===== src/rtl/fetch_unit_pkg.sv =====
// fetch_unit_pkg: shared reset PC, bubble word and F-stage FSM encodings for the fetch unit.
package fetch_unit_pkg;
  localparam logic [31:0] FU_RESET_PC = 32'h0000_3000;
  localparam logic [31:0] FU_NOP_INSTR = 32'h0000_0000;
  typedef enum logic {FS_REQ = 1'b0, FS_BUF = 1'b1} fetch_state_e;
endpackage


===== src/rtl/fetch_unit_fd_reg.sv =====
// fetch_unit_fd_reg: F/D pipeline register; loads a full D-stage entry when enabled, else holds.
module fetch_unit_fd_reg #(
  parameter logic [31:0] NOP_INSTR = 32'h0000_0000
) (
  input  logic        clk,
  input  logic        reset,
  input  logic        i_en,
  input  logic [31:0] i_pc,
  input  logic [31:0] i_instr,
  input  logic        i_valid,
  input  logic        i_exc,
  output logic [31:0] o_pc,
  output logic [31:0] o_instr,
  output logic        o_valid,
  output logic        o_exc
);
  logic [31:0] r_pc, r_instr;
  logic        r_valid, r_exc;
  always_ff @(posedge clk or posedge reset)
    if (reset) begin
      r_pc    <= '0;
      r_instr <= NOP_INSTR;
      r_valid <= 1'b0;
      r_exc   <= 1'b0;
    end else if (i_en) begin
      r_pc    <= i_pc;
      r_instr <= i_instr;
      r_valid <= i_valid;
      r_exc   <= i_exc;
    end
  assign o_pc    = r_pc;
  assign o_instr = r_instr;
  assign o_valid = r_valid;
  assign o_exc   = r_exc;
endmodule


===== src/rtl/fetch_unit.sv =====
// fetch_unit: F-stage PC, req/ready instruction fetch with one-entry skid buffer, F/D register.
// Optional FETCH_ALIGN_CHECK_EN: misaligned PC_F skips the fetch and sends an address-error bubble to D.
module fetch_unit
  import fetch_unit_pkg::*;
#(
  parameter logic [31:0] RESET_PC  = FU_RESET_PC,
  parameter logic [31:0] NOP_INSTR = FU_NOP_INSTR
) (
  input  logic        clk,
  input  logic        reset,
  input  logic        stall,
  input  logic [31:0] next_pc,
  output logic        imem_req,
  output logic [31:0] imem_addr,
  input  logic        imem_ready,
  input  logic [31:0] imem_rdata,
  output logic [31:0] PC_F,
  output logic [31:0] PC_D,
  output logic [31:0] instr_D,
  output logic        valid_D,
  output logic        fetch_busy,
  output logic        exc_adel_D
);
  fetch_state_e r_state, w_next_state;
  logic [31:0]  r_pc_f, r_buf_pc, r_buf_instr;
  logic [31:0]  w_fd_pc, w_fd_instr;
  logic         w_fd_en, w_fd_valid, w_fd_exc, w_pc_adv, w_buf_ld, w_misal;
`ifdef FETCH_ALIGN_CHECK_EN
  assign w_misal = r_pc_f[1:0] != 2'b00;
`else
  assign w_misal = 1'b0;
`endif
  always_ff @(posedge clk or posedge reset)
    if (reset) begin
      r_state     <= FS_REQ;
      r_pc_f      <= RESET_PC;
      r_buf_pc    <= '0;
      r_buf_instr <= NOP_INSTR;
    end else begin
      r_state <= w_next_state;
      if (w_pc_adv) r_pc_f <= next_pc;
      if (w_buf_ld) begin
        r_buf_pc    <= r_pc_f;
        r_buf_instr <= imem_rdata;
      end
    end
  // PC_F only advances when an instruction (or error bubble) enters D, keeping next_pc in step with PC_D.
  always_comb begin
    w_next_state = r_state;
    imem_req     = 1'b0;
    fetch_busy   = 1'b0;
    w_fd_en      = 1'b0;
    w_fd_pc      = r_pc_f;
    w_fd_instr   = NOP_INSTR;
    w_fd_valid   = 1'b0;
    w_fd_exc     = 1'b0;
    w_pc_adv     = 1'b0;
    w_buf_ld     = 1'b0;
    if (r_state == FS_BUF) begin
      w_fd_en      = !stall;
      w_fd_pc      = r_buf_pc;
      w_fd_instr   = r_buf_instr;
      w_fd_valid   = 1'b1;
      w_pc_adv     = !stall;
      w_next_state = stall ? FS_BUF : FS_REQ;
    end else if (w_misal) begin
      w_fd_en    = !stall;
      w_fd_valid = 1'b1;
      w_fd_exc   = 1'b1;
      w_pc_adv   = !stall;
    end else begin
      imem_req     = 1'b1;
      fetch_busy   = !imem_ready;
      w_fd_en      = !stall;
      w_fd_instr   = imem_ready ? imem_rdata : NOP_INSTR;
      w_fd_valid   = imem_ready;
      w_pc_adv     = imem_ready && !stall;
      w_buf_ld     = imem_ready && stall;
      w_next_state = (imem_ready && stall) ? FS_BUF : FS_REQ;
    end
  end
  fetch_unit_fd_reg #(.NOP_INSTR(NOP_INSTR)) u_fd_reg (
    .clk     (clk),
    .reset   (reset),
    .i_en    (w_fd_en),
    .i_pc    (w_fd_pc),
    .i_instr (w_fd_instr),
    .i_valid (w_fd_valid),
    .i_exc   (w_fd_exc),
    .o_pc    (PC_D),
    .o_instr (instr_D),
    .o_valid (valid_D),
    .o_exc   (exc_adel_D)
  );
  assign PC_F      = r_pc_f;
  assign imem_addr = r_pc_f;
endmodule


===== config.mk =====
export PLATFORM = sky130hd
export DESIGN_NAME = fetch_unit
export DESIGN_NICKNAME = d
export VERILOG_FILES = /design/src/rtl/fetch_unit_pkg.sv /design/src/rtl/fetch_unit_fd_reg.sv /design/src/rtl/fetch_unit.sv
export SDC_FILE = /design/constraint.sdc
export NUM_CORES = 1
export LEC_CHECK = 0
export ABC_AREA = 0
export CAP_MARGIN = 20
export CELL_PAD_IN_SITES_DETAIL_PLACEMENT = 1
export CELL_PAD_IN_SITES_GLOBAL_PLACEMENT = 1
export CORE_AREA = 2 2 137 139
export DETAILED_ROUTE_END_ITERATION = 16
export DIE_AREA = 0 0 139 141
export PLACE_DENSITY_LB_ADDON = 0.1
export RECOVER_POWER = 100
export SYNTH_ARGS = -nofsm -noshare
export SYNTH_HDL_FRONTEND = slang
export SYNTH_SLANG_ARGS = --single-unit

===== constraint.sdc =====
create_clock -name clk -period 14.8 [get_ports clk]
set_input_delay 1.48 -clock clk [delete_from_list [all_inputs] [get_ports clk]]
set_output_delay 1.48 -clock clk [all_outputs]
set_load 0.005 [all_outputs]

# Word level (Yosys, flattened, before mapping)
# Index checks and enable logic that the tools add are counted.
[op_classes]
muxes = 11
n_reduce_logical = 4
[op_table]
columns = ["cell", "n"]
rows = [
  ["32-bit 2-to-1 mux", 3],
  ["1-bit 2-to-1 mux", 8],
  ["1-bit logical AND", 2],
  ["1-bit logical NOT", 2],
]
[totals]
regBits = 162
input_bits = 68
out_inout_bits = 132
elab_cells = 22

# Longest topological paths before layout
# Gate-level depths: netlist (run 1).
[depth]
depth_word = 3
depth_mapped = 5
mapped_depth_nobuf = 2

# Modules after synthesis
# From an unflattened synthesis (run 1), not the netlist that was laid out.
[unflattened]
hier_cells = 464
hier_area_um2 = 7528.5
[modules_own_cells]
columns = ["module", "instances", "cells_per_inst", "area_per_inst_um2", "seq_area_each_um2"]
rows = [
  ["fetch_unit", 1, 324, 4913.5, 2429.8],
  ["fetch_unit_fd_reg", 1, 140, 2615.0, 1651.6],
]

# Least setup slack after synthesis (run 1)
# OpenSTA, ideal clock, no wires.
[synth_path]
path_type = "input to output"
from = "in imem_ready"
to = "out fetch_busy"
t_arrival_ns = 1.794
slack_ns = 11.526
cell_stages = 2
path_buffers = 1
cell_sequence = "buf_2 nor2_1"
[synth_via]
elab_chain_cells = 2
[synth_lines]
columns = ["item", "line", "rtl"]
rows = [
  ["start: declaration", "fetch_unit.sv:15", "input logic imem_ready,"],
  ["1-bit logical NOT", "fetch_unit.sv:73", "fetch_busy = !imem_ready;"],
  ["1-bit 2-to-1 mux", "fetch_unit.sv:59", "if (r_state == FS_BUF) begin"],
  ["end: declaration", "fetch_unit.sv:21", "output logic fetch_busy,"],
]
# No other way between the ends.

==> results of run 1 <==
layout make-up:
class                      instances  area [um^2]  area share [%]
sequential                       162         4056           42.97
multi-input combinational        327         2485           26.33
timing repair buffer             203         1988           21.06
clock buffer                      20        446.7           4.732
tap                              234        292.8           3.102
clock inverter                    12        157.7           1.670
inverter                           3        12.51          0.1326
synthesized netlist by cell type (2+ instances only):
cell type and n:
dfrtp_1 160, a21oi_1 65, mux2_4 60, buf_4 37
mux2_2 36, nor2b_1 33, mux2i_1 32, nand2_1 32
nand3b_1 32, o21ai_0 32, buf_2 14, clkbuf_1 13
buf_6 7, inv_1 3, dfstp_2 2
routing by layer:
layer / track usage (%) / routed length [um]
met1: 23.18 / 7436
met2: 30.39 / 8760
met3: 5.639 / 852
met4: 4.306 / 118
met5: 0 / 11
worst max-delay path, delay by kind of cell:
kind | cells | cell delay [ns]
buffers and inverters | 4 | 5.86
cell families after synthesis:
group | after synthesis
flip-flops | 162
multiplexers | 128
AND/OR/NAND/NOR | 100
AO/OA/AOI/OAI | 98
buffers and inverters | 75
other | 1
path summary, 6_finish.rpt:
kind,startpoint,end
setup / recovery,reset,u_fd_reg.o_pc[24]$_DFFE_PP0N_
hold / removal,u_fd_reg.o_pc[26]$_DFFE_PP0N_,u_fd_reg.o_pc[26]$_DFFE_PP0N_
setup reg to reg,r_state$_DFF_PP0_,r_buf_pc[30]$_DFFE_PP0P_
hold reg to reg,u_fd_reg.o_pc[26]$_DFFE_PP0N_,u_fd_reg.o_pc[26]$_DFFE_PP0N_
max in group clk,stall,r_buf_instr[26]$_DFFE_PP0P_
min in group asynchronous,reset,u_fd_reg.o_pc[28]$_DFFE_PP0N_
report_power, final:
part / internal, mW / total, mW / switching [mW]
registers: 0.527 / 0.583 / 0.0568
clock network: 0.271 / 0.450 / 0.179
logic: 0.150 / 0.244 / 0.0939
flip-flops by register name, indices dropped and copies added (netlist names):
name,flops
r_buf_instr,32
u_fd_reg.o_valid,1
r_state,1
u_fd_reg.o_pc,32
r_buf_pc,32
PC_F,32
u_fd_reg.o_instr,32
per-stage QoR:
stage               total power [mW]  instance area, um^2
finish                         1.278                 9439
CTS                            1.354                 9708
global placement              0.8809                 9104
global route                   1.349                 9439
floorplan                     0.7418                 7269
detailed placement            0.8939                 9104
==> impl_metrics.json, run 1 <==
{
  "drt_iter0_markers": 203,
  "cpPeakStageDelay_ns": 2.75,
  "finalCritPeriodShare_pct": 53.07,
  "nets": 782,
  "period_minus_slack_ns": 7.854,
  "yosysSeqAreaShare_pct": 55.80,
  "num_io_pins": 200,
  "port_buffers": 198,
  "worstSkewPairLatency_ns": 0.42,
  "synth.distinct_cells": 21,
  "grt_pass1_wl_mm": 28.37,
  "drive_gt1_share_pct": 9.354,
  "clk_pin_slew_worst_paths_ns": 0.06,
  "rows": 50,
  "diodes": 0,
  "hp-class": "reg -> reg",
  "grt_max_degree": 85,
  "root_buffer": "clkbuf_16",
  "num_vias": 4771,
  "fmax_ghz": 0.1273,
  "synthAdderAreaFrac_pct": 0,
  "post-place-ws_ns": 10.55,
  "core_mm2": 0.01827,
  "fillCellCount": 1886,
  "slew_violations": 530,
  "worstPathCellList": "dlygate4sd3_1 -> clkinvlp_2 -> clkbuf_1 -> clkbuf_1",
  "layout_commonest_cell": "dfrtp_1",
  "die_width_um": 139,
  "netlist_area_mm2": 0.007269,
  "synth-compound-area-share_pct": 6.833,
  "synthSimpleGateAreaFrac_pct": 8.193,
  "syn_area_per_cell_um2": 12.89,
  "ys.flop_type": "dfrtp_1",
  "hold_buffers": 0,
  "leakagePower_nw": 3.944,
  "synth_top_area_cell": "dfrtp_1",
  "worstPathRequired_ns": 14.43,
  "cp_common_cell": "clkbuf_1",
  "drc": 0,
  "cts_tree": "built",
  "rrSetupSlack_ns": 9.67,
  "worstMarginPinSlew_ns": 3.836,
  "synthCells": 564,
  "antenna_found_initial": 1,
  "ir_drop_mv": 0.08049,
  "hpwlAfterDp_mm": 10.92,
  "power_density_mw_per_mm2": 135.3,
  "cp.arrival_ns": 7.49,
  "synth_xor_area_share_pct": 0,
  "synth_nets": 632,
  "finalHoldViolCount": 0,
  "path_max_fanout": 79,
  "overflow": 0,
  "synth_top_area_share_pct": 55.08,
  "slew_headroom_pct": -155.8,
  "rr_worst_depth": 3,
  "first_pass_iters": 4,
  "die-area_mm2": 0.01960,
  "worstSetupEndpointType": "async pin",
  "critical_path_class": "in -> async",
  "clkSinkCount": 162,
  "cts_resized": 0,
  "synth.area.mux_share_pct": 22.38,
  "async_flop_share_pct": 100.0,
  "cts.htree.levels": 4,
  "whs_path_depth": 2,
  "grt_pass1_vias": 5290,
  "synth_top_family_by_area": "multiplexers",
  "violations": "capacitance limit, slew limit",
  "finalWorstSetupSlack_ns": 6.946,
  "synth_edf_count": 0,
  "skew_ns": 0.01222,
  "viasPerCell": 4.965,
  "maxCapViolations": 10,
  "fp.dieH_um": 141,
  "layout_common_cells": "160 x dfrtp_1, 130 x dlygate4sd3_1, 66 x clkdlybuf4s50_1",
  "ys_ff_latch": 162,
  "initial_utilization_pct": 39.79,
  "wl_mm": 17.18,
  "grtUsageTotal_pct": 18.14,
  "instances_no_fill": 961,
  "place_inst": 928,
  "rsz0062_at_grt": "false",
  "clockBufferDepth": 2,
  "syn_to_final_growth_pct": 29.85,
  "cp-start-kind": "input port",
  "cts_made_buffers": 17,
  "report.final.setup_viol": 0,
  "hold_ws_ns": 0.4833,
  "wire_per_inst_um": 17.88,
  "drtAntennaViolNets": 0,
  "yosysWarnings": 0,
  "post_cts_buffers": 0,
  "final_util_pct": 51.67,
  "tns_ns": 0,
  "synthTopCellsByArea": "dfrtp_1 55%, mux2_4 12%, mux2_2 5.6%",
  "crit_path_top_delay_cell": "clkbuf_1",
  "outcome": "complete, but fails checks",
  "gp_congestion": 0.7039
}
Note: power is estimated with default switching activity, not from simulation.
==> run 2: changes to the inputs <==
--- a/config.mk
+++ b/config.mk
@@ -9,9 +9,9 @@
 export CAP_MARGIN = 20
 export CELL_PAD_IN_SITES_DETAIL_PLACEMENT = 1
 export CELL_PAD_IN_SITES_GLOBAL_PLACEMENT = 1
-export CORE_AREA = 2 2 137 139
+export CORE_AREA = 2 2 148 150
 export DETAILED_ROUTE_END_ITERATION = 16
-export DIE_AREA = 0 0 139 141
+export DIE_AREA = 0 0 150 152
 export PLACE_DENSITY_LB_ADDON = 0.1
 export RECOVER_POWER = 100
 export SYNTH_ARGS = -nofsm -noshare
==> constraint.sdc (replaced) <==
create_clock -name clk -period 6.46 [get_ports clk]
set_input_delay 0.646 -clock clk [delete_from_list [all_inputs] [get_ports clk]]
set_output_delay 0.646 -clock clk [all_outputs]
set_load 0.005 [all_outputs]
==> run 2 against run 1 <==
The flow still finishes with violations (capacitance limit, slew limit). Sequential power is 130% higher. Sequential share of layout area is 0.45 points lower. Setup slack worse by 4.7 ns. Wire length is 7.1% higher. Critical endpoint is now PC_F[23]$_DFFE_PP0P_. Largest cell class unchanged. Largest power group unchanged. Highest routed layer is now met4.
==> impl_metrics.json, run 2 (synthesis gave the netlist of run 1 again) <==
{
  "clkSinkCount": 162,
  "period_minus_slack_ns": 4.180,
  "root_buffer": "clkbuf_16",
  "power_density_mw_per_mm2": 307.1,
  "die_width_um": 150,
  "drt_iter0_markers": 169,
  "critPathBufInv": 2,
  "port_buffers": 198,
  "clockBufferDepth": 2,
  "hold_ws_ns": 0.4837,
  "syn_to_final_growth_pct": 31.20,
  "grtUsageTotal_pct": 16.99,
  "worstSkewPairLatency_ns": 0.42,
  "grt_max_degree": 99,
  "post-place-ws_ns": 3.477,
  "worstSetupEndpointType": "register",
  "grt_pass1_wl_mm": 30.38,
  "ir_drop_mv": 0.1754,
  "cts.htree.levels": 4,
  "maxCapViolations": 1,
  "finalWorstSetupSlack_ns": 2.280,
  "leakagePower_nw": 3.992,
  "tns_ns": 0,
  "outcome": "complete, but fails checks",
  "hpwlAfterDp_mm": 11.97,
  "cts_tree": "built",
  "slew_headroom_pct": -17.04,
  "fmax_ghz": 0.2392,
  "worstPathCellList": "buf_4 -> o21bai_1 -> clkbuf_1 -> mux2_2",
  "overflow": 0,
  "initial_utilization_pct": 34.05,
  "num_vias": 4836,
  "worstPathRequired_ns": 6.76,
  "gp_congestion": 0.6937,
  "die-area_mm2": 0.02280,
  "cp.arrival_ns": 4.48,
  "hold_buffers": 0,
  "first_pass_iters": 4,
  "nets": 783,
  "hp-class": "reg -> reg",
  "clk_pin_slew_worst_paths_ns": 0.06,
  "wl_mm": 18.40,
  "layout_commonest_cell": "dfrtp_1",
  "antenna_found_initial": 0,
  "layout_common_cells": "160 x dfrtp_1, 130 x dlygate4sd3_1, 66 x clkdlybuf4s50_1",
  "fp.dieH_um": 152,
  "report.final.setup_viol": 0,
  "cp-start-kind": "register",
  "slew_violations": 35,
  "drtAntennaViolNets": 0,
  "power_mw": 2.929,
  "rsz0062_at_grt": "false",
  "skew_ns": 0.008878,
  "finalCritPeriodShare_pct": 64.71,
  "cts_resized": 0,
  "drive_gt1_share_pct": 10.71,
  "worstMarginPinSlew_ns": 1.756,
  "path_delay_family": "buffers and inverters",
  "fillCellCount": 2270,
  "diodes": 0,
  "critical_path_class": "reg -> reg",
  "crit_path_top_delay_cell": "clkbuf_1",
  "cts_made_buffers": 17,
  "rows": 54,
  "finalHoldViolCount": 0,
  "path_max_fanout": 68,
  "grt_pass1_vias": 5313,
  "cpPeakStageDelay_ns": 1.09,
  "post_cts_buffers": 0,
  "viasPerCell": 4.798,
  "violations": "capacitance limit, slew limit",
  "num_io_pins": 200,
  "wire_per_inst_um": 18.25,
  "core_mm2": 0.02135,
  "drc": 0
}
==> run 2: cell type report <==
| class | instances | area [um^2] | area share [%] |
|---|---|---|---|
| Inverter | 3 | 16.27 | 0.1705 |
| Sequential cell | 162 | 4056 | 42.53 |
| Multi-Input combinational cell | 327 | 2501 | 26.22 |
| Tap cell | 280 | 350.3 | 3.673 |
| Timing Repair Buffer | 204 | 2016 | 21.13 |
| Clock buffer | 21 | 470.5 | 4.932 |
| Clock inverter | 11 | 127.6 | 1.338 |
==> run 2: routing by layer <==
| layer | global-route usage, % | vias up | part of all wire [%] |
|---|---|---|---|
| met5 | 0 | - | 0 |
| met4 | 4.447 | 0 | 1.1 |
| met3 | 5.315 | 16 | 6.1 |
| met2 | 27.77 | 119 | 49 |
| met1 | 21.85 | 2487 | 44 |
| li1 | - | 2214 | - |
==> run 2: path summary, 6_finish.rpt <==
check	start	to	slack, ns	depth (start not counted)
setup / recovery	r_state$_DFF_PP0_	PC_F[23]$_DFFE_PP0P_	2.28	4
hold / removal	u_fd_reg.o_pc[31]$_DFFE_PP0N_	u_fd_reg.o_pc[31]$_DFFE_PP0N_	0.48	2
setup reg to reg	r_state$_DFF_PP0_	PC_F[23]$_DFFE_PP0P_	2.28	4
hold reg to reg	u_fd_reg.o_pc[31]$_DFFE_PP0N_	u_fd_reg.o_pc[31]$_DFFE_PP0N_	0.48	2
max in group asynchronous	reset	r_buf_pc[24]$_DFFE_PP0P_	4.11	3
min in group asynchronous	reset	PC_F[26]$_DFFE_PP0P_	0.91	2
==> run 2: report_power, final <==
part	internal, mW	switching [mW]	leakage, nW
logic	0.341	0.219	1.78
registers	1.21	0.137	1.92
clock network	0.603	0.423	0.286
total	2.15	0.779	3.99
==> run 2: metrics by stage <==
step | cell area (um^2) | std cells | utilization [%]
after floorplan | 7269 | 564 | -
after global placement | 9169 | 975 | 42.94
after detailed placement | 9169 | 975 | 42.94
after CTS | 9767 | 1007 | 45.75
after global routing | 9538 | 1008 | 44.67
final | 9538 | 1008 | 44.67
==> run 2: worst min-delay path, delay by kind of cell (launching register included) <==
family / cells / cell delay, ns
AOI/OAI and AO/OA: 1 / 0.06
DFF: 1 / 0.34
and+or+nand+nor: 1 / 0.05
==> run 3: changes to the inputs <==
--- a/config.mk
+++ b/config.mk
@@ -9,9 +9,9 @@
 export CAP_MARGIN = 20
 export CELL_PAD_IN_SITES_DETAIL_PLACEMENT = 1
 export CELL_PAD_IN_SITES_GLOBAL_PLACEMENT = 1
-export CORE_AREA = 2 2 148 150
+export CORE_AREA = 2 2 142 144
 export DETAILED_ROUTE_END_ITERATION = 16
-export DIE_AREA = 0 0 150 152
+export DIE_AREA = 0 0 144 146
 export PLACE_DENSITY_LB_ADDON = 0.1
 export RECOVER_POWER = 100
 export SYNTH_ARGS = -nofsm -noshare
==> constraint.sdc (replaced) <==
create_clock -name clk -period 4.2 [get_ports clk]
set_input_delay 0.42 -clock clk [delete_from_list [all_inputs] [get_ports clk]]
set_output_delay 0.42 -clock clk [all_outputs]
set_load 0.005 [all_outputs]
==> run 3 against run 2 <==
The flow still finishes with violations (capacitance limit, slew limit). Non-clock buffer count is 3 higher. Total power increased by 56%. Combinational power rose by 55%. Critical endpoint is now fetch_busy. Largest cell class unchanged.
==> impl_metrics.json, run 3 (synthesis gave the netlist of run 1 again) <==
{
  "wire_per_inst_um": 18.19,
  "post_cts_buffers": 0,
  "seqPwrFrac_pct": 45.0,
  "rows": 51,
  "drt_iter0_markers": 234,
  "finalHoldViolCount": 0,
  "grtUsageTotal_pct": 18.50,
  "worstPathRequired_ns": 3.78,
  "finalWorstSetupSlack_ns": 1.228,
  "slew_headroom_pct": -16.71,
  "worstSkewPairLatency_ns": 0.43,
  "grt_max_degree": 87,
  "tns_ns": 0,
  "fmax_ghz": 0.3364,
  "fp.dieH_um": 146,
  "drive_gt1_share_pct": 10.94,
  "gp_congestion": 0.6991,
  "internal-power_mw": 3.381,
  "hold_buffers": 0,
  "antenna_found_initial": 0,
  "clkSinkCount": 162,
  "regArea_mm2": 0.004056,
  "initial_utilization_pct": 37.60,
  "maxCapViolations": 2,
  "clk_pin_slew_worst_paths_ns": 0.07,
  "die_width_um": 144,
  "rsz0062_at_grt": "false",
  "leakagePower_nw": 4.022,
  "grt_pass1_vias": 5574,
  "hp-class": "reg -> reg",
  "cts_made_buffers": 17,
  "layout_common_cells": "160 x dfrtp_1, 131 x dlygate4sd3_1, 66 x clkdlybuf4s50_1",
  "clockBufferDepth": 2,
  "fillCellCount": 2021,
  "nets": 786,
  "layout_commonest_cell": "dfrtp_1",
  "num_vias": 4865,
  "worstMarginPinSlew_ns": 1.741,
  "path_max_fanout": 45,
  "power_density_mw_per_mm2": 476.3,
  "cts.htree.levels": 4,
  "core_mm2": 0.01933,
  "syn_to_final_growth_pct": 32.00,
  "cts_resized": 0,
  "critical_path_class": "reg -> out",
  "multi_input_area_mm2": 0.002516,
  "wl_mm": 18.12,
  "port_buffers": 198,
  "post-place-ws_ns": 1.784,
  "viasPerCell": 4.885,
  "skew_ns": 0.009540,
  "num_io_pins": 200,
  "outcome": "complete, but fails checks",
  "overflow": 0,
  "die-area_mm2": 0.02102,
  "ir_drop_mv": 0.2716,
  "first_pass_iters": 4,
  "worstSetupEndpointType": "output pin",
  "p_switching_mw": 1.189,
  "drtAntennaViolNets": 0,
  "clkPwrFrac_pct": 35.9,
  "cp.arrival_ns": 2.55,
  "root_buffer": "clkbuf_16",
  "cts_tree": "built",
  "report.final.setup_viol": 0,
  "grt_pass1_wl_mm": 30.26,
  "slew_violations": 123,
  "finalCritPeriodShare_pct": 70.77,
  "cp-start-kind": "register",
  "diodes": 0,
  "power_frac_comb_pct": 19.0,
  "period_minus_slack_ns": 2.972,
  "switching_share_pct": 26.01,
  "violations": "capacitance limit, slew limit",
  "hpwlAfterDp_mm": 11.79,
  "drc": 0
}
## run 3: changes by cell type in the layout (fill, tap and decap cells not counted), sizes merged
cell / delta
dlygate4sd3: +1
clkinvlp: +1
inv: -1
bufinv: +2
## run 3: metrics by stage
stage | hold slack [ns] | cell area, um^2 | util (%) | instances | total power [mW]
6_report | 0.4768 | 9595 | 49.63 | 996 | 4.570
5_1_grt | 0.5099 | 9595 | 49.63 | 996 | 4.829
3_5_place_dp | 0.4755 | 9209 | 47.63 | 964 | 3.169
4_1_cts | 0.4716 | 9826 | 50.82 | 996 | 4.849
2_1_floorplan | 0.4763 | 7273 | - | 564 | 2.614
3_3_place_gp | 0.4673 | 9209 | 47.63 | 964 | 3.118
## run 3: per-layer routing
metal | track usage (%) | up-vias | wire (um)
met1 | 22.97 | 2502 | 7635
met5 | 0 | - | 0
met4 | 5.588 | 0 | 238
li1 | - | 2218 | -
met2 | 31.48 | 128 | 9234
met3 | 4.837 | 17 | 1008
## run 3: cell type report
type | instances | share of cell area (%)
Clock buffer | 19 | 4.512
Inverter | 3 | 0.1304
Timing Repair Buffer | 207 | 21.49
Clock inverter | 13 | 1.917
Tap cell | 265 | 3.455
Sequential cell | 162 | 42.27
Multi-Input combinational cell | 327 | 26.22
## run 3: power by group through the flow
stage / combinational [mW] / clock (mW) / sequential (mW)
final: 0.869 / 1.64 / 2.06
after global routing: 0.967 / 1.76 / 2.11
after CTS: 1.08 / 1.69 / 2.08
after detailed placement: 1.07 / 0 / 2.10
after global placement: 1.04 / 0 / 2.08
after floorplan: 0.565 / 0 / 2.05
## run 3: worst max-delay path, stage by stage, from the launching register on
cell and delay [ns]:
dfrtp_1 1.33, nor2_1 0.15, dlygate4sd3_1 0.65
## run 3: path summary, 6_finish.rpt
kind                                              startpoint                                to  slack [ns]  depth (start not counted)
worst max register to register             r_state$_DFF_PP0_          r_buf_pc[24]$_DFFE_PP0P_        1.39                          3
worst max-delay path                       r_state$_DFF_PP0_                        fetch_busy        1.23                          2
min in group asynchronous                              reset  u_fd_reg.o_instr[17]$_DFFE_PP0N_        0.87                          2
worst min-delay path            u_fd_reg.o_pc[6]$_DFFE_PP0N_      u_fd_reg.o_pc[6]$_DFFE_PP0N_        0.48                          2
worst min register to register  u_fd_reg.o_pc[6]$_DFFE_PP0N_      u_fd_reg.o_pc[6]$_DFFE_PP0N_        0.48                          2
max in group asynchronous                              reset        r_buf_instr[0]$_DFFE_PP0P_        1.56                          3
